[src/rtl/demapper.sv]
// Serial frame demapper: aligns on FAS, checks the pattern, and extracts payload bytes to the tx FIFO.
// Define DEMAP_BIP8_EN to add the trailing BIP-8 byte check (must match the mapper build).
module demapper #(
  parameter int unsigned PYLD_BYTES  = 16,
  parameter logic [15:0] FAS_PATTERN = 16'hF628,
  parameter int unsigned LOCK_LOSS   = 2
) (
  input  logic       i_clk,
  input  logic       i_rst,
  input  logic       i_frame_data,
  input  logic       i_frame_data_valid,
  input  logic       i_frame_data_fas,
  output logic [7:0] o_pyld_data,
  output logic       o_pyld_data_valid,
  input  logic       i_fifo_full,
  output logic       o_frame_lock,
  output logic       o_fas_err,
  output logic       o_len_err,
  output logic       o_ovf,
  output logic       o_bip_err
);

  localparam logic [11:0] PYLD_LAST = 12'(8 * PYLD_BYTES - 1);
  localparam logic [7:0]  PYLD_B8   = 8'(PYLD_BYTES);
  localparam logic [3:0]  LOSS4     = 4'(LOCK_LOSS);

  typedef enum logic [2:0] {ST_HUNT, ST_FAS, ST_LEN, ST_PYLD, ST_BIP} state_t;

`ifdef DEMAP_BIP8_EN
  localparam state_t AFTER_PYLD = ST_BIP;
`else
  localparam state_t AFTER_PYLD = ST_HUNT;
`endif

  state_t      r_state, w_state_next;
  logic [11:0] r_cnt, w_cnt_next;
  logic [15:0] r_sh;
  logic [7:0]  r_len, w_len_next;
  logic        r_sup, w_sup_next;
  logic [3:0]  r_miss, w_miss_next;
  logic        r_lock, w_lock_next;
  logic [7:0]  r_pyld_data, w_pyld_data_next;
  logic        r_pyld_valid, w_pyld_valid_next;
  logic        r_fas_err, w_fas_err_next;
  logic        r_len_err, w_len_err_next;
  logic        r_ovf, w_ovf_next;
`ifdef DEMAP_BIP8_EN
  logic [7:0]  r_bip, w_bip_next;
  logic        r_bip_err, w_bip_err_next;
`endif

  logic [15:0] w_sh_shift;
  logic [7:0]  w_byte;
  logic        w_byte_done, w_fas_last, w_pyld_last, w_fas_match, w_keep;
  logic [3:0]  w_miss_inc;
  logic        w_miss_hit;

  assign w_sh_shift  = {r_sh[14:0], i_frame_data};
  assign w_byte      = w_sh_shift[7:0];
  assign w_byte_done = (r_cnt[2:0] == 3'd7);
  assign w_fas_last  = (r_cnt == 12'd15);
  assign w_pyld_last = (r_cnt == PYLD_LAST);
  assign w_fas_match = (w_sh_shift == FAS_PATTERN);
  assign w_keep      = !r_sup && (r_cnt[11:3] < {1'b0, r_len});
  assign w_miss_inc  = (r_miss < LOSS4) ? r_miss + 4'd1 : r_miss;
  assign w_miss_hit  = (w_miss_inc == LOSS4);

  always_ff @(posedge i_clk) begin
    if (i_rst) r_state <= ST_HUNT;
    else       r_state <= w_state_next;
  end

  always_comb begin
    w_state_next = r_state;
    if (i_frame_data_valid) begin
      if (i_frame_data_fas) begin
        w_state_next = ST_FAS;
      end else begin
        case (r_state)
          ST_FAS:  if (w_fas_last) w_state_next = w_fas_match ? ST_LEN : ST_HUNT;
          ST_LEN:  if (w_byte_done) w_state_next = ST_PYLD;
          ST_PYLD: if (w_pyld_last) w_state_next = AFTER_PYLD;
`ifdef DEMAP_BIP8_EN
          ST_BIP:  if (w_byte_done) w_state_next = ST_HUNT;
`endif
          default: w_state_next = ST_HUNT;
        endcase
      end
    end
  end

  always_comb begin
    w_cnt_next        = r_cnt;
    w_len_next        = r_len;
    w_sup_next        = r_sup;
    w_miss_next       = r_miss;
    w_lock_next       = r_lock;
    w_pyld_data_next  = r_pyld_data;
    w_pyld_valid_next = 1'b0;
    w_fas_err_next    = 1'b0;
    w_len_err_next    = 1'b0;
    w_ovf_next        = 1'b0;
`ifdef DEMAP_BIP8_EN
    w_bip_next        = r_bip;
    w_bip_err_next    = 1'b0;
`endif
    if (i_frame_data_valid) begin
      if (i_frame_data_fas) begin
        // A FAS flag always restarts; mid-frame it abandons the frame in flight.
        w_cnt_next = 12'd1;
        if (r_state != ST_HUNT) begin
          w_fas_err_next = 1'b1;
          w_miss_next    = w_miss_inc;
          if (w_miss_hit) w_lock_next = 1'b0;
        end
      end else begin
        case (r_state)
          ST_FAS: begin
            w_cnt_next = w_fas_last ? 12'd0 : r_cnt + 12'd1;
            if (w_fas_last) begin
              if (w_fas_match) begin
                w_miss_next = 4'd0;
                w_lock_next = 1'b1;
              end else begin
                w_fas_err_next = 1'b1;
                w_miss_next    = w_miss_inc;
                if (w_miss_hit) w_lock_next = 1'b0;
              end
            end
          end
          ST_LEN: begin
            w_cnt_next = w_byte_done ? 12'd0 : r_cnt + 12'd1;
            if (w_byte_done) begin
              w_len_next     = w_byte;
              w_sup_next     = (w_byte > PYLD_B8);
              w_len_err_next = (w_byte > PYLD_B8);
`ifdef DEMAP_BIP8_EN
              w_bip_next     = 8'd0;
`endif
            end
          end
          ST_PYLD: begin
            w_cnt_next = w_pyld_last ? 12'd0 : r_cnt + 12'd1;
            if (w_byte_done) begin
`ifdef DEMAP_BIP8_EN
              w_bip_next = r_bip ^ w_byte;
`endif
              if (w_keep) begin
                if (i_fifo_full) begin
                  w_ovf_next = 1'b1;
                end else begin
                  w_pyld_valid_next = 1'b1;
                  w_pyld_data_next  = w_byte;
                end
              end
            end
          end
`ifdef DEMAP_BIP8_EN
          ST_BIP: begin
            w_cnt_next = w_byte_done ? 12'd0 : r_cnt + 12'd1;
            if (w_byte_done) w_bip_err_next = (w_byte != r_bip);
          end
`endif
          default: w_cnt_next = r_cnt;
        endcase
      end
    end
  end

  always_ff @(posedge i_clk) begin
    if (i_rst) begin
      r_cnt        <= 12'd0;
      r_sh         <= 16'd0;
      r_len        <= 8'd0;
      r_sup        <= 1'b0;
      r_miss       <= 4'd0;
      r_lock       <= 1'b0;
      r_pyld_data  <= 8'd0;
      r_pyld_valid <= 1'b0;
      r_fas_err    <= 1'b0;
      r_len_err    <= 1'b0;
      r_ovf        <= 1'b0;
`ifdef DEMAP_BIP8_EN
      r_bip        <= 8'd0;
      r_bip_err    <= 1'b0;
`endif
    end else begin
      r_cnt        <= w_cnt_next;
      if (i_frame_data_valid) r_sh <= w_sh_shift;
      r_len        <= w_len_next;
      r_sup        <= w_sup_next;
      r_miss       <= w_miss_next;
      r_lock       <= w_lock_next;
      r_pyld_data  <= w_pyld_data_next;
      r_pyld_valid <= w_pyld_valid_next;
      r_fas_err    <= w_fas_err_next;
      r_len_err    <= w_len_err_next;
      r_ovf        <= w_ovf_next;
`ifdef DEMAP_BIP8_EN
      r_bip        <= w_bip_next;
      r_bip_err    <= w_bip_err_next;
`endif
    end
  end

  assign o_pyld_data       = r_pyld_data;
  assign o_pyld_data_valid = r_pyld_valid;
  assign o_frame_lock      = r_lock;
  assign o_fas_err         = r_fas_err;
  assign o_len_err         = r_len_err;
  assign o_ovf             = r_ovf;
`ifdef DEMAP_BIP8_EN
  assign o_bip_err         = r_bip_err;
`else
  assign o_bip_err         = 1'b0;
`endif

endmodule

[config.mk]
export PLATFORM = sky130hd
export DESIGN_NAME = demapper
export DESIGN_NICKNAME = d
export VERILOG_FILES = /design/src/rtl/demapper.sv
export SDC_FILE = /design/constraint.sdc
export NUM_CORES = 1
export LEC_CHECK = 0
export CORE_AREA = 5 5 113 115
export CTS_BUF_LIST = sky130_fd_sc_hd__clkbuf_16
export DETAILED_ROUTE_END_ITERATION = 6
export DIE_AREA = 0 0 118 120
export GPL_ROUTABILITY_DRIVEN = 0
export PLACE_DENSITY = 0.43
export SLEW_MARGIN = 20
export SYNTH_ARGS = -nofsm -noshare
export SYNTH_HDL_FRONTEND = slang
export SYNTH_SLANG_ARGS = --single-unit
[constraint.sdc]
create_clock -name i_clk -period 2.1 [get_ports i_clk]
set_input_delay 0.42 -clock i_clk [delete_from_list [all_inputs] [get_ports i_clk]]
set_output_delay 0.42 -clock i_clk [all_outputs]
set_load 0.03 [all_outputs]
Yosys cells after proc, flatten, opt, wreduce, memory -nomap -nowiden:

Cells that the tools add are included.
Widths: inputs -> output; s select.

* bits of input ports: 6
* output and inout port bits: 14
* word-level logic and storage cells: 80
* register bits after elaboration: 56

* $add $sub $neg: 2
* reductions and logical operators: 14
* bitwise logic cells: 7
* order comparisons: 3
* multiplexer cells: 30
* equality and inequality tests: 12

Operator list (number)
* $mux 12: 4
* $pmux 12 s3: 1
* $mux 4: 6
* $eq 16x16->1 const B: 1
* $mux 1: 13
* $add 12x1->12 const B: 1
* $eq 12x4->1 const B: 1
* $eq 12x7->1 const B: 1
* $mux 3: 4
* $reduce_and 4->1: 3
* $lt 9x8->1: 1
* $ne 3x3->1 const B: 3
* $pmux 3 s3: 1
* $gt 8x5->1 const B: 1
* $not 1->1: 7
* $eq 3x2->1 const B: 2
* $reduce_and 6->1: 1
* $reduce_or 6->1: 1
* $reduce_or 5->1: 1
* $add 4x1->4 const B: 1
* $eq 4x2->1 const B: 1
* $lt 4x2->1 const B: 1
* $reduce_bool 2->1: 2
* $reduce_bool 4->1: 1
* other kinds (9): 9

Longest topological paths before layout:

Gate-level depths: netlist of run 1.

* depth in word-level cells: 8
* gate-level depth with buffers: 8
* gate-level depth less buffers: 7

Worst setup path after synthesis of run 1:

OpenSTA, ideal clock, no wires.

* path kind: reg-to-reg
* from: register r_cnt[0]
* to: register r_cnt[4]
* cell stages (with the launch flop): 7
* buffers on the path: 0
* arrival: 2.009 ns
* setup slack: -0.026 ns
* period minus slack after synthesis: 2.126 ns
* cells stage by stage: dfxtp_1 ha_1 or4b_4 a2111oi_4 a2111oi_4 a21o_1 a22o_1

* cells in the longest elaborated chain, start to end: 4
* elaborated cells on any way between the ends: 9
* classes of those cells: add/sub: 1; eq/ne: 3; mux: 5

RTL lines
* from (decl): line 36 `logic [11:0] r_cnt, w_cnt_next;`
* from (signal assigned): line 188 `r_cnt <= w_cnt_next;`
* $add 12x1->12, or another cell as far along: line 119, 132, 143
* $mux 12, on equally long branches: line 143, 119, 132
* $pmux 12 s3 *: line 117 `case (r_state)`
* $mux 12 *: line 108 `if (i_frame_data_fas) begin`

Mark *: on every way between the ends. The rest lies on a longest branch, timed or not.
A chain may end at the register's enable or synchronous reset.

Worst setup path in the final report of run 1:

* from: register r_state[1]
* to: register r_cnt[4]

* cells in the longest elaborated chain, start to end: 3
* elaborated cells on any way between the ends: 7
* classes of those cells: eq/ne: 3; mux: 2; reduce/logical: 2

RTL lines
* from (decl): line 35 `state_t r_state, w_state_next;`
* from (signal assigned): line 70 `else r_state <= w_state_next;`
* $eq 3x2->1 or $eq 3x1->1 (tied branches): line 117
* $pmux 12 s3 or $reduce_bool 4->1 (tied branches)
* $mux 12 or $reduce_and 2->1 (tied branches)

Parallel ways exist; a longest one is shown, timed or not.

==> results of run 1 <==
[metrics by stage]
| step | total power, uW | area (sq um) | instances | hold WS (ps) | setup TNS [ps] |
|---|---|---|---|---|---|
| 6_report | 2180 | 3770 | 531 | 455 | -43.2 |
| 5_1_grt | 2270 | 3770 | 531 | 477 | -484 |
| 4_1_cts | 2210 | 3690 | 531 | 460 | -107 |
| 3_5_place_dp | 1230 | 3480 | 522 | 450 | -2400 |
| 3_3_place_gp | 1230 | 3480 | 522 | 444 | -2230 |
| 2_1_floorplan | 1170 | 2820 | 326 | 432 | 0 |
[flip-flops by register name, indices dropped and copies added (netlist names)]
| register | flops |
|---|---|
| o_frame_lock | 1 |
| r_sh | 15 |
| o_len_err | 1 |
| o_ovf | 1 |
| r_len | 8 |
| r_state | 2 |
| r_sup | 1 |
| r_miss | 4 |
| o_pyld_data_valid | 1 |
| o_pyld_data | 8 |
| o_fas_err | 1 |
| r_cnt | 12 |
[what timing repair did]
item,4_1_cts,5_1_grt
resized for setup,13,16
endpoints found under the setup margin,8,30
hold buffers,0,0
buffers inserted,1,0
pin swaps,1,9
[worst reg2reg max path: cells and delay by family (launching register included)]
kind | cells | cell delay [ps]
flip-flops | 1 | 340
adder cells (fa/ha/maj) | 1 | 170
buffers and inverters | 1 | 170
AO/OA/AOI/OAI | 4 | 930
AND/OR/NAND/NOR | 1 | 430
[kinds of logic after synthesis]
| group | count (synthesis) |
|---|---|
| AO/OA/AOI/OAI | 80 |
| XOR/XNOR | 1 |
| adder cells (fa/ha/maj) | 14 |
| buffers and inverters | 37 |
| flip-flops | 55 |
| multiplexers | 15 |
| other | 1 |
| AND/OR/NAND/NOR | 123 |
[power by group through the flow]
stage	logic (uW)	registers (uW)	clock network [uW]
2_1_floorplan	83.2	1080	0
3_3_place_gp	150	1080	0
3_5_place_dp	151	1080	0
4_1_cts	157	1060	991
5_1_grt	177	1060	1030
6_report	162	1060	957
[Yosys cell counts (2+ instances only)]
cell	n
dfxtp_1	55
a21oi_1	30
nand2_1	28
nor2_1	27
inv_1	22
nand4_1	17
mux2i_1	15
ha_1	14
nand3_1	11
clkbuf_1	10
o31ai_1	9
or3_1	6
and2_1	5
nor2b_1	5
o21ai_0	5
a22o_1	4
a31oi_1	4
nor3_1	4
nor4_1	4
o22ai_1	4
a211oi_1	3
a21o_1	3
a31o_2	3
buf_1	3
nor4b_1	3
or2_2	3
a2111oi_4	2
and3_1	2
nand4b_1	2
o2111ai_1	2
o41ai_1	2
[final cells by class]
type	instances	area share, %
repair buffers	65	14.7
flip-flops and latches	55	29.4
inverters	22	2.19
well taps	147	4.88
clock inverters	3	1.13
clock buffers	5	3.32
multi-input cells	234	44.4
[routing by layer]
metal	vias to the layer above	GRT usage, %	share of wire (%)
met4	0	2.44	0.98
met1	1228	14.2	47
li1	1311	-	-
met2	22	19.4	50
met5	-	0	0
met3	9	2.36	2.4
[worst min-delay path by stage]
stage | start | end | slack [ps] | cells after the start
final | r_len[0] | r_len[0] | 460 | 2
after global routing | r_len[6] | r_len[6] | 480 | 2
after CTS | r_len[0] | r_len[0] | 460 | 2
after detailed placement | r_len[0] | r_len[0] | 450 | 2
after global placement | r_len[5] | r_len[5] | 440 | 2
after floorplan | r_len[0] | r_len[0] | 430 | 2
==> out/qor.yml, run 1 <==
outcome: "finished with violations"
violations: "negative setup slack"
synth-xor-area-share_pct: 0.311
synthAdderAreaFrac_pct: 6.21
vias: 2570
seqPwrFrac_pct: 48.6
slew_headroom_pct: 63.9
slowest_stage: "or4_4"
fp.dieW_um: 118
worstPathRequired_ps: 2290
synthFlopType: "dfxtp_1"
power.density_nw_per_um2: 578
switching_share_pct: 22.5
async_flop_share_pct: 0
fp.dieH_um: 120
core_sq_um: 11700
worstSkewPairLatency_ps: 300
cts_root_buf: "clkbuf_16"
synth-edff-count: 0
cp.depth: 7
path_cells: "ha_4, or4_4, a2111oi_4, a2111oi_4, buf_4, a21o_1, a22o_1"
crit_path_frequent_cell: "a2111oi_4"
cts_tree: "yes"
yosys-top-cells-area: "dfxtp_1 (39%), ha_1 (6.2%), a21oi_1 (5.3%)"
fin_skew_ps: 8.03
rsz0062_at_grt: "yes"
worstReg2RegStart: "r_state[1]"
ys_types: 50
fill_cells: 1239
setup_violations: 2
fin_crit_ps: 2140
final_cell_mix: "dfxtp_1 (51), buf_4 (44), nand2_1 (27)"
rows: 40
layout.nets: 403
wirelength_um: 7860
ant_nets: 0
final_common_cell: "dfxtp_1"
clock_power_share_pct: 43.9
worstRegToRegCells: 7
utilization_pct: 32.2
ys_seq_area_share_pct: 39.0
synth-simple-area-share_pct: 22.9
p_comb_share_pct: 7.5
multi_input_area_sq_um: 1670
ioPinCount: 20
leakagePower_uw: 0.00140
post_synth.cell_area_avg_sq_um: 8.65
antenna_found_initial: 0
cp-startpoint: "r_state[1]"
max_freq_mhz: 468
start_kind: "flop"
path_clk_slew_ps: 70
syn_inst: 326
vias_per_cell: 4.84
ys_warn_count: 0
cts_buffers: 5
io_buffers: 18
tightest_slew_ps: 535
crit_type: "flop to flop"
synth.top_cell.area_share_pct: 39.0
reg2reg_to: "r_cnt[4]"
diodes: 0
clock-sinks: 55
yosysTopAreaCell: "dfxtp_1"
synth_nets: 346
grtUsageTotal_pct: 11.2
crit_path_max_incr_delay_ps: 430
grt_pass1_wl_um: 13200
die_area_sq_um: 14200
regArea_sq_um: 1110
crit_path_end_kind: "flop"
critPathTopFamily: "compound AO/OA/AOI/OAI gates"
synthMuxAreaShare_pct: 5.32
critical_path_buf_inv_count: 1
internal_power_uw: 1690
grt_pass1_vias: 2599
synth_compound_area_share_pct: 20.9
final_hold_viol_count: 0
slew_violations: 0
dp.final_hpwl_um: 5940
wire_per_inst_um: 14.8
start_util_pct: 24.1
yosys_register_bits: 55
min_period_over_period_pct: 102
p_switching_uw: 491
crit_arrival_ps: 2320
drc: 0
crit_fanout: 3
dr.pass1.iters: 4
drt_iter0_markers: 186
setup_slack_ps: -38.3
overflow: 0
grt_max_degree: 44
synth_area_sq_um: 2820
synth_top_family_by_area: "simple AND/OR/NAND/NOR gates"
r2r_slack_ps: -40
crit_end: "r_cnt[4]"
drive_gt1_share_pct: 22.9
drv_cap: 0
area_growth_syn_to_layout_pct: 33.5
h-tree-depth: 2
holdCritPathClass: "flop to flop"
ir_worst_vdd_uv: 301
cts_buffer_depth: 2
dpl_worst_slack_ps: -223
Note: power is estimated with default switching activity, not from simulation.
==> run 2, diff against run 1 <==
--- a/config.mk
+++ b/config.mk
@@ -5,12 +5,12 @@
 export SDC_FILE = /design/constraint.sdc
 export NUM_CORES = 1
 export LEC_CHECK = 0
-export CORE_AREA = 5 5 113 115
+export CORE_AREA = 5 5 79 81
 export CTS_BUF_LIST = sky130_fd_sc_hd__clkbuf_16
 export DETAILED_ROUTE_END_ITERATION = 6
-export DIE_AREA = 0 0 118 120
+export DIE_AREA = 0 0 84 86
 export GPL_ROUTABILITY_DRIVEN = 0
-export PLACE_DENSITY = 0.43
+export PLACE_DENSITY = 0.77
 export SLEW_MARGIN = 20
 export SYNTH_ARGS = -nofsm -noshare
 export SYNTH_HDL_FRONTEND = slang
==> out/qor.yml, run 2 (same netlist as run 1, synthesis figures left out) <==
fin_crit_ps: 2060
ant_nets: 0
fp.dieW_um: 84
fin_skew_ps: 10.4
die_area_sq_um: 7220
antenna_found_initial: 0
worstPathRequired_ps: 2330
grt_max_degree: 23
crit_fanout: 4
worstSkewPairLatency_ps: 290
area_growth_syn_to_layout_pct: 27.5
holdCritPathClass: "flop to flop"
layout.nets: 400
core_sq_um: 5410
drv_cap: 0
setup_violations: 0
cts_root_buf: "clkbuf_16"
final.setup.tns_ps: 0
final_cell_mix: "dfxtp_1 (51), buf_4 (44), nand2_1 (27), a21oi_1 (27), nor2_1 (27)"
fp.dieH_um: 86
vias_per_cell: 5.93
path_clk_slew_ps: 70
crit_arrival_ps: 2290
outcome: "finished, final reports clean"
grt_pass1_wl_um: 12200
clock-sinks: 55
cts_tree: "yes"
regMostFlops: "r_sh"
drc: 0
io_buffers: 18
start_util_pct: 52.2
crit_path_max_incr_delay_ps: 510
fin_hold_ws_ps: 455
rsz0062_at_grt: "yes"
dr.pass1.iters: 4
largestRegisters: "r_sh x15, r_cnt x12"
power.density_nw_per_um2: 566
drive_gt1_share_pct: 21.3
max_freq_mhz: 486
final_hold_viol_count: 0
start_kind: "flop"
postPlaceCellArea_sq_um: 3330
crit_type: "flop to flop"
grtUsageTotal_pct: 20.4
dp.final_hpwl_um: 5220
crit_path_end_kind: "flop"
path_cells: "ha_4, or4b_4, o41ai_4, o211a_1, buf_4, a31oi_1, nor2b_1"
tightest_slew_ps: 507
fin_area_sq_um: 3590
h-tree-depth: 2
leakagePower_uw: 0.00137
cts_buffers: 5
fill_cells: 428
final_common_cell: "dfxtp_1"
cts_hold_buffers: 0
cts_buffer_depth: 2
slew_headroom_pct: 65.7
vias: 2685
ir_worst_vdd_uv: 337
overflow: 0
rows: 27
diodes: 0
ioPinCount: 20
largest_reg_flops: 15
grt_pass1_vias: 2668
slowest_stage: "or4b_4"
slew_violations: 0
wirelength_um: 7150
min_period_over_period_pct: 97.9
wire_per_inst_um: 15.8
drt_iter0_markers: 187
-- run 2: cell type report --
class | count | area, sq um | area share [%]
tap | 72 | 90.1 | 2.51
clock buffer | 5 | 125 | 3.48
clock inverter | 3 | 21.3 | 0.592
timing repair buffer | 62 | 510 | 14.2
sequential | 55 | 1110 | 30.8
multi-input combinational | 234 | 1660 | 46.2
inverter | 22 | 82.6 | 2.30
-- run 2: what timing repair did --
| item | CTS | global route |
|---|---|---|
| pin swaps | 2 | 6 |
| buffers inserted | 2 | 2 |
| gates cloned | 0 | 0 |
| setup endpoints to repair | 6 | 27 |
| resized for setup | 5 | 17 |
-- run 2: power by group --
group          internal, uW  switching (uW)
Sequential             1050            9.64
Clock                   443             380
Combinational          68.8            84.0
Total                  1560             474
-- run 2: final timing paths --
path / start / end / slack [ps] / cells after the start
setup / recovery: r_cnt[0] / r_miss[2] / 40 / 7
hold / removal: r_len[6] / r_len[6] / 450 / 2
setup reg to reg: r_cnt[0] / r_miss[2] / 40 / 7
hold reg to reg: r_len[6] / r_len[6] / 450 / 2
-- run 2: per-stage QoR --
step / total power (uW) / std cells / worst slack [ps] / util, %
2_1_floorplan: 1170 / 326 / 13.8 / -
3_3_place_gp: 1220 / 441 / -90.3 / 61.6
3_5_place_dp: 1230 / 441 / -199 / 61.6
4_1_cts: 2040 / 451 / 16.2 / 65.0
5_1_grt: 2100 / 453 / -40.5 / 66.5
6_report: 2040 / 453 / 43.5 / 66.5
-- run 2: critical path, delay by kind of cell, from the launching register on --
family	cells	cell delay (ps)
flip-flops	1	360
adder cells (fa/ha/maj)	1	140
AND/OR/NAND/NOR	2	620
buffers and inverters	1	140
AO/OA/AOI/OAI	3	730
-- run 2: layer usage --
layer	routed length, um	share of wire, %	GRT usage, %	vias up
met1	3140	44	25.1	1288
met4	188	2.6	7.75	0
met5	0	0	0	-
li1	-	-	-	1303
met2	3530	49	35.2	78
met3	290	4.1	4.03	16
==> run 3, diff against run 2 <==
--- a/config.mk
+++ b/config.mk
@@ -5,12 +5,13 @@
 export SDC_FILE = /design/constraint.sdc
 export NUM_CORES = 1
 export LEC_CHECK = 0
-export CORE_AREA = 5 5 79 81
+export ABC_CLOCK_PERIOD_IN_PS = 2100
+export CORE_AREA = 5 5 103 105
 export CTS_BUF_LIST = sky130_fd_sc_hd__clkbuf_16
 export DETAILED_ROUTE_END_ITERATION = 6
-export DIE_AREA = 0 0 84 86
+export DIE_AREA = 0 0 108 110
 export GPL_ROUTABILITY_DRIVEN = 0
-export PLACE_DENSITY = 0.77
+export PLACE_DENSITY = 0.5
 export SLEW_MARGIN = 20
 export SYNTH_ARGS = -nofsm -noshare
 export SYNTH_HDL_FRONTEND = slang
==> out/qor.yml, run 3 (same netlist as run 1, synthesis figures left out) <==
critical_path_buf_inv_count: 1
leakagePower_uw: 0.00138
grt_pass1_wl_um: 12200
crit_type: "flop to flop"
cts_root_buf: "clkbuf_16"
die_area_sq_um: 11900
crit_fanout: 4
rsz0062_at_grt: "yes"
holdCritPathClass: "flop to flop"
wirelength_um: 7340
final_common_cell: "dfxtp_1"
final_cell_mix: "dfxtp_1 (51), buf_4 (45), a21oi_1 (28)"
dr.pass1.iters: 4
met3_length_um: 106
vias_per_cell: 4.95
fin_area_sq_um: 3690
crit_path_max_incr_delay_ps: 520
regArea_sq_um: 1110
fin_crit_ps: 2060
fin_skew_ps: 5.65
regMostFlops: "r_sh"
fin_hold_ws_ps: 449
clock-sinks: 55
cts_buffer_depth: 2
ioPinCount: 20
grt_pass1_vias: 2514
worstSkewPairLatency_ps: 290
core_sq_um: 9550
crit_arrival_ps: 2280
grt_max_degree: 29
antenna_found_initial: 0
routed.top_layer: "met4"
path_clk_slew_ps: 70
drc: 0
slowest_stage: "or4b_4"
start_kind: "flop"
worstPathRequired_ps: 2330
overflow: 0
fill_cells: 1006
multi_input_area_sq_um: 1650
power.density_nw_per_um2: 580
io_buffers: 18
h-tree-depth: 2
cts_hold_buffers: 0
drt_iter0_markers: 123
dp.final_hpwl_um: 5560
wire_per_inst_um: 14.3
area_growth_syn_to_layout_pct: 31.0
ir_worst_vdd_uv: 365
utilization_pct: 38.7
drive_gt1_share_pct: 20.9
min_period_over_period_pct: 97.9
critPathTopFamily: "compound AO/OA/AOI/OAI gates"
path_cells: "ha_4, or4b_4, o41ai_4, o211a_1, buf_6, a31oi_1, nor2b_1"
fp.dieW_um: 108
final_hold_viol_count: 0
wl_met2_um: 3530
max_freq_mhz: 487
grtUsageTotal_pct: 12.7
largestRegisters: "r_sh x15, r_cnt x12"
diodes: 0
crit_path_end_kind: "flop"
wl_met1_um: 3550
postPlaceCellArea_sq_um: 3440
rows: 36
setup_violations: 0
slew_violations: 0
ant_nets: 0
largest_reg_flops: 15
cts_tree: "yes"
cts_buffers: 5
outcome: "finished, final reports clean"
start_util_pct: 29.5
dpl_worst_slack_ps: -167
fp.dieH_um: 110
drv_cap: 0
layout.nets: 402
setup_slack_ps: 44.6
vias: 2550
## run 3: cell type report
cell class                 instances  share of cell area, %
clock inverter                     2                   1.02
sequential                        55                   29.9
clock buffer                       5                   3.39
multi-input combinational        234                   44.6
timing repair buffer              64                   14.3
tap                              133                   4.50
inverter                          22                   2.24
## run 3: report_power, final
| group | switching (uW) | internal (uW) | leakage, uW | total, uW |
|---|---|---|---|---|
| Sequential | 9.36 | 1050 | 0.000445 | 1060 |
| Clock | 373 | 556 | 0.0000759 | 930 |
| Combinational | 83.4 | 69.0 | 0.000857 | 152 |
## run 3: metrics by stage
step | total power [uW] | TNS [ps] | std cells
finish | 2140 | 0 | 515
global route | 2220 | -230 | 515
CTS | 2170 | 0 | 513
detailed placement | 1230 | -2070 | 506
global placement | 1230 | -1650 | 506
floorplan | 1170 | 0 | 326
## run 3: final timing paths
check	end	from	slack [ps]	cells after the start
setup / recovery	r_miss[1]	r_cnt[0]	40	7
hold / removal	r_len[0]	r_len[0]	450	2
setup reg to reg	r_miss[1]	r_cnt[0]	40	7
hold reg to reg	r_len[0]	r_len[0]	450	2
## run 3: worst reg2reg max path, delay by kind of cell (launching register included)
family          cells  cell delay (ps)
buf+inv             1              120
fa+ha+maj           1              140
flops               1              350
compound gates      3              750
simple gates        2              630
## run 3: what timing repair did
action	in CTS	in global routing
cloned	0	0
setup endpoints to repair	1	24
gates resized for setup	1	20
pin swaps	1	14
buffers inserted	0	3
## run 3: layer usage
layer / up-vias / track usage, %
met4: 0 / 4.51
met2: 26 / 21.3
met3: 11 / 1.92
li1: 1309 / -
met5: - / 0
met1: 1204 / 16.8
==> patch 1, RTL diff (config.mk and constraints of run 1) <==
Build with the macro `DEMAP_BIP8_EN` defined.
--- a/src/rtl/demapper.sv
+++ b/src/rtl/demapper.sv
@@ -2,2 +2,4 @@
 // Define DEMAP_BIP8_EN to add the trailing BIP-8 byte check (must match the mapper build).
+`define DEMAP_BIP8_EN
+
 module demapper #(
Check against the original RTL: same outputs for any inputs over 10 cycles, from zero or initial values and one cycle with i_rst high; that may be too few to reach the edited logic, so the function may still have changed.
==> patch 1 against run 1 <==
Routed wire length grew 23%; synthesized cell count grew 21%; maximum frequency grew 7.4%; critical path depth is the same; worst hold slack gained 3.4 ps; synthesized area grew 23%; design area grew 17%; sequential cell count grew 10; worst setup slack gained 150 ps; cell count grew 13%; count of clock-buffer cells in the layout grew 4; total power grew 26%; largest power group is now clock; highest routed layer unchanged.
==> patch 1: results (changes against run 1) <==
status: "completed"
track_usage_pct: 14.4  # +3.2 points
synthAdderAreaFrac_pct: 3.61  # -2.6 points
buffer_area_share_pct: 13.2  # -1.5 points
critPathSlowestCell: "a2111oi_4"
synthXorXnorAreaFrac_pct: 3.54  # +3.2 points
use_met3_pct: 2.69  # +0.33 points
fillCellCount: 1243  # +0.32%
htreeDepth: 3  # +1
dp.cells: 584  # +12%
ys_top_cells_by_area: "dfxtp_1, mux2i_1, nor2_1"
n_clock_buffer: 9  # +4
layout.non_clock_buffers: 68  # +4.6%
path_max_fanout: 8  # +5
p_seq_share_pct: 45.5  # -3.1 points
fin_cells: 599  # +13%
muxShareOfSynthArea_pct: 9.25  # +3.9 points
slowest_delay_ps: 380  # -50 ps
ys_seq_area_share_pct: 37.6  # -1.5 points
dpl-instance-area_um2: 4110  # +18%
clkLatencyLatePin_ps: 340  # +40 ps
grt_use_met1_pct: 19.4  # +5.2 points
cts_resized: 1  # -12
worstMarginPinSlew_ps: 426  # -109 ps
syn_inst: 396  # +21%
grt_max_degree: 28  # -36%
use_met2_pct: 22.2  # +2.8 points
crit_family: "compound AO/OA/AOI/OAI gates"
wl_met1_um: 4890  # +34%
nNonClkInverters: 16  # -27%
yosysUniqueCellTypes: 68  # +36%
swShare_pct: 24.2  # +1.6 points
setup_viol: 0  # -2
synthesis.nets: 412  # +19%
p_leak_nw: 1.70  # +21%
vdd_ir_drop_max_uv: 284  # -5.6%
yosys-top-cells-count: "dfxtp_1, nor2_1, mux2i_1"
skew_ps: 8.16  # +0.136 ps
place_ws_ps: -174  # +49.0 ps
drt_iter0_markers: 122  # -34%
seq_area_share_pct: 29.6  # +0.26 points
via_count: 2955  # +15%
postCtsSetupBuffers: 0  # -1
io_buffers: 19  # +1
drive_gt1_share_pct: 19.5  # -3.4 points
totalWireLength_um: 9680  # +23%
cp.arrival_ps: 2250  # -70 ps
hpwl_um: 7090  # +19%
multi_input_cells: 288  # +23%
seq_area_um2: 1300  # +18%
cts_buffers: 9  # +4
wl_met2_um: 4330  # +10%
power_density_nw_per_um2: 625  # +8.0%
multi_input_area_share_pct: 45.9  # +1.5 points
num-nets-final: 464  # +15%
==> patch 1: cell count changes after synthesis, moves of 9 or more <==
| cell | before | now |
|---|---|---|
| xor2_1 | 0 | 11 |
| nor2_1 | 27 | 48 |
| a21oi_1 | 30 | 17 |
| dfxtp_1 | 55 | 65 |
| nand4_1 | 17 | 7 |
| mux2i_1 | 15 | 32 |
| o21ai_0 | 5 | 14 |
==> patch 1: path summary, 6_finish.rpt <==
| path | startpoint | to | slack [ps] |
|---|---|---|---|
| setup / recovery | r_cnt[10]$_SDFFE_PP0P_ | o_pyld_data[7]$_SDFFE_PP0P_ | 110 |
| hold / removal | o_pyld_data[1]$_SDFFE_PP0P_ | o_pyld_data[1]$_SDFFE_PP0P_ | 460 |
| setup reg to reg | r_cnt[10]$_SDFFE_PP0P_ | o_pyld_data[7]$_SDFFE_PP0P_ | 110 |
| hold reg to reg | o_pyld_data[1]$_SDFFE_PP0P_ | o_pyld_data[1]$_SDFFE_PP0P_ | 460 |
==> patch 2, RTL diff (config.mk and constraints of run 1) <==
Without the edit above. Take the reset off `r_pyld_data` and load it in a clocked block of its own.
--- a/src/rtl/demapper.sv
+++ b/src/rtl/demapper.sv
@@ -177,3 +177,2 @@
       r_lock       <= 1'b0;
-      r_pyld_data  <= 8'd0;
       r_pyld_valid <= 1'b0;
@@ -193,3 +192,2 @@
       r_lock       <= w_lock_next;
-      r_pyld_data  <= w_pyld_data_next;
       r_pyld_valid <= w_pyld_valid_next;
@@ -203,2 +201,6 @@
     end
+  end
+
+  always_ff @(posedge i_clk) begin
+    r_pyld_data <= w_pyld_data_next;
   end
Formal check against the unedited RTL: no difference found for any inputs over 10 cycles, from zero or initial values and one cycle with i_rst high; that may be too few to reach the edited logic, so the function may still have changed.
==> patch 2 against run 1 <==
The run still ends with setup timing left; design area shrank 1.5%; sequential share of layout area increased by 2.6 points; combinational power fell by 3%; maximum frequency increased by 0.48%; largest power group unchanged; synthesized area fell by 4.4%; clock skew decreased by 2.5 ps; worst setup slack better by 10 ps; sequential cell count unchanged; routed wire length shrank 8.4%; largest cell class unchanged; total power down 2.0%; non-clock buffer count rose by 8.
==> patch 2: results (changes against run 1) <==
layout.non_clock_buffers: 73  # +12%
hold_ws_ps: 459  # +3.58 ps
hpwl_um: 5300  # -11%
vias_per_cell: 4.63  # -4.3%
violations: "setup timing"
setup-tns-final_ps: -28.1  # +15.1 ps
grt_max_degree: 41  # -6.8%
crit_family: "simple AND/OR/NAND/NOR gates"
whs_endpoint: "r_len[5]$_SDFFE_PP0P_"
yosys-top-cells-count: "dfxtp_1, nor2_1, nand2_1"
rows: 40  # unchanged
setup_ws_ps: -28.1  # +10.2 ps
swShare_pct: 24.8  # +2.2 points
synthesis.nets: 322  # -6.9%
muxShareOfSynthArea_pct: 5.57  # +0.24 points
synth_edf_count: 8  # +8
status: "complete, but fails checks"
synth-compound-area-share_pct: 16.0  # -5.0 points
hold_start: "r_len[5]$_SDFFE_PP0P_"
slowest_delay_ps: 540  # +110 ps
multiInputGateArea_um2: 1540  # -8.2%
skew_ps: 5.51  # -2.52 ps
grt_pass1_wl_um: 11700  # -12%
setup_viol: 1  # -1
comb-power_mw: 0.157  # -3%
cp.arrival_ps: 2370  # +50 ps
ys_seq_area_share_pct: 43.8  # +4.8 points
vdd_ir_drop_max_uv: 294  # -2.4%
via_count: 2400  # -6.6%
yosysUniqueCellTypes: 52  # +4.0%
synthAdderAreaFrac_pct: 6.50  # +0.29 points
synth_area_per_cell_um2: 8.93  # +3.2%
place_ws_ps: -203  # +20.0 ps
drive_gt1_share_pct: 24.8  # +1.9 points
p_leak_nw: 1.42  # +1.2%
drt_iter0_markers: 130  # -30%
hold_depth: 2  # unchanged
fillCellCount: 1242  # +0.24%
nNonClkInverters: 13  # -41%
track_usage_pct: 10.0  # -1.1 points
reg2regPathDepth: 6  # -1
multi_input_cells: 222  # -5.1%
ys_top_cells_by_area: "dfxtp_1, edfxtp_1, ha_1"
dpl-instance-area_um2: 3410  # -2.1%
clk_share_pct: 4.22  # -0.23 points
seq_cells: 55  # unchanged
totalWireLength_um: 7190  # -8.4%
dp.cells: 506  # -3.1%
utilization_pct: 31.7  # -0.49 points
path_max_fanout: 2  # -1
-- patch 2: cell types whose count changed after synthesis, sizes merged, moves of 4 or more --
cell,run 1,this run
edfxtp,0,8
nand4,17,3
a21o,3,7
a21oi,30,23
dfxtp,55,47
and2,5,0
inv,22,13
nor2,27,37
o31ai,9,1
-- patch 2: logic make-up (layout without fill, tap and decap cells) --
logic type / after synthesis / count (layout)
compound gates: 65 / 65
fa+ha+maj: 14 / 14
buf+inv: 25 / 94
flops: 55 / 55
mux: 15 / 15
other cells: 1 / 1
simple gates: 127 / 127
-- patch 2: what timing repair did --
action                                  CTS  global route
endpoints found under the setup margin   15            20
hold buffers                              0             0
buffers inserted                          0             4
gates resized for setup                   5            21
hold endpoints to repair                  0             0
pin swaps                                 3             6
-- patch 2: per-layer routing --
layer,vias to the layer above,GRT usage [%],wire [um]
li1,1229,-,-
met1,1130,13.4,3680
met2,32,16.3,3250
met3,9,1.74,143
met4,0,3.37,121
met5,-,0,0
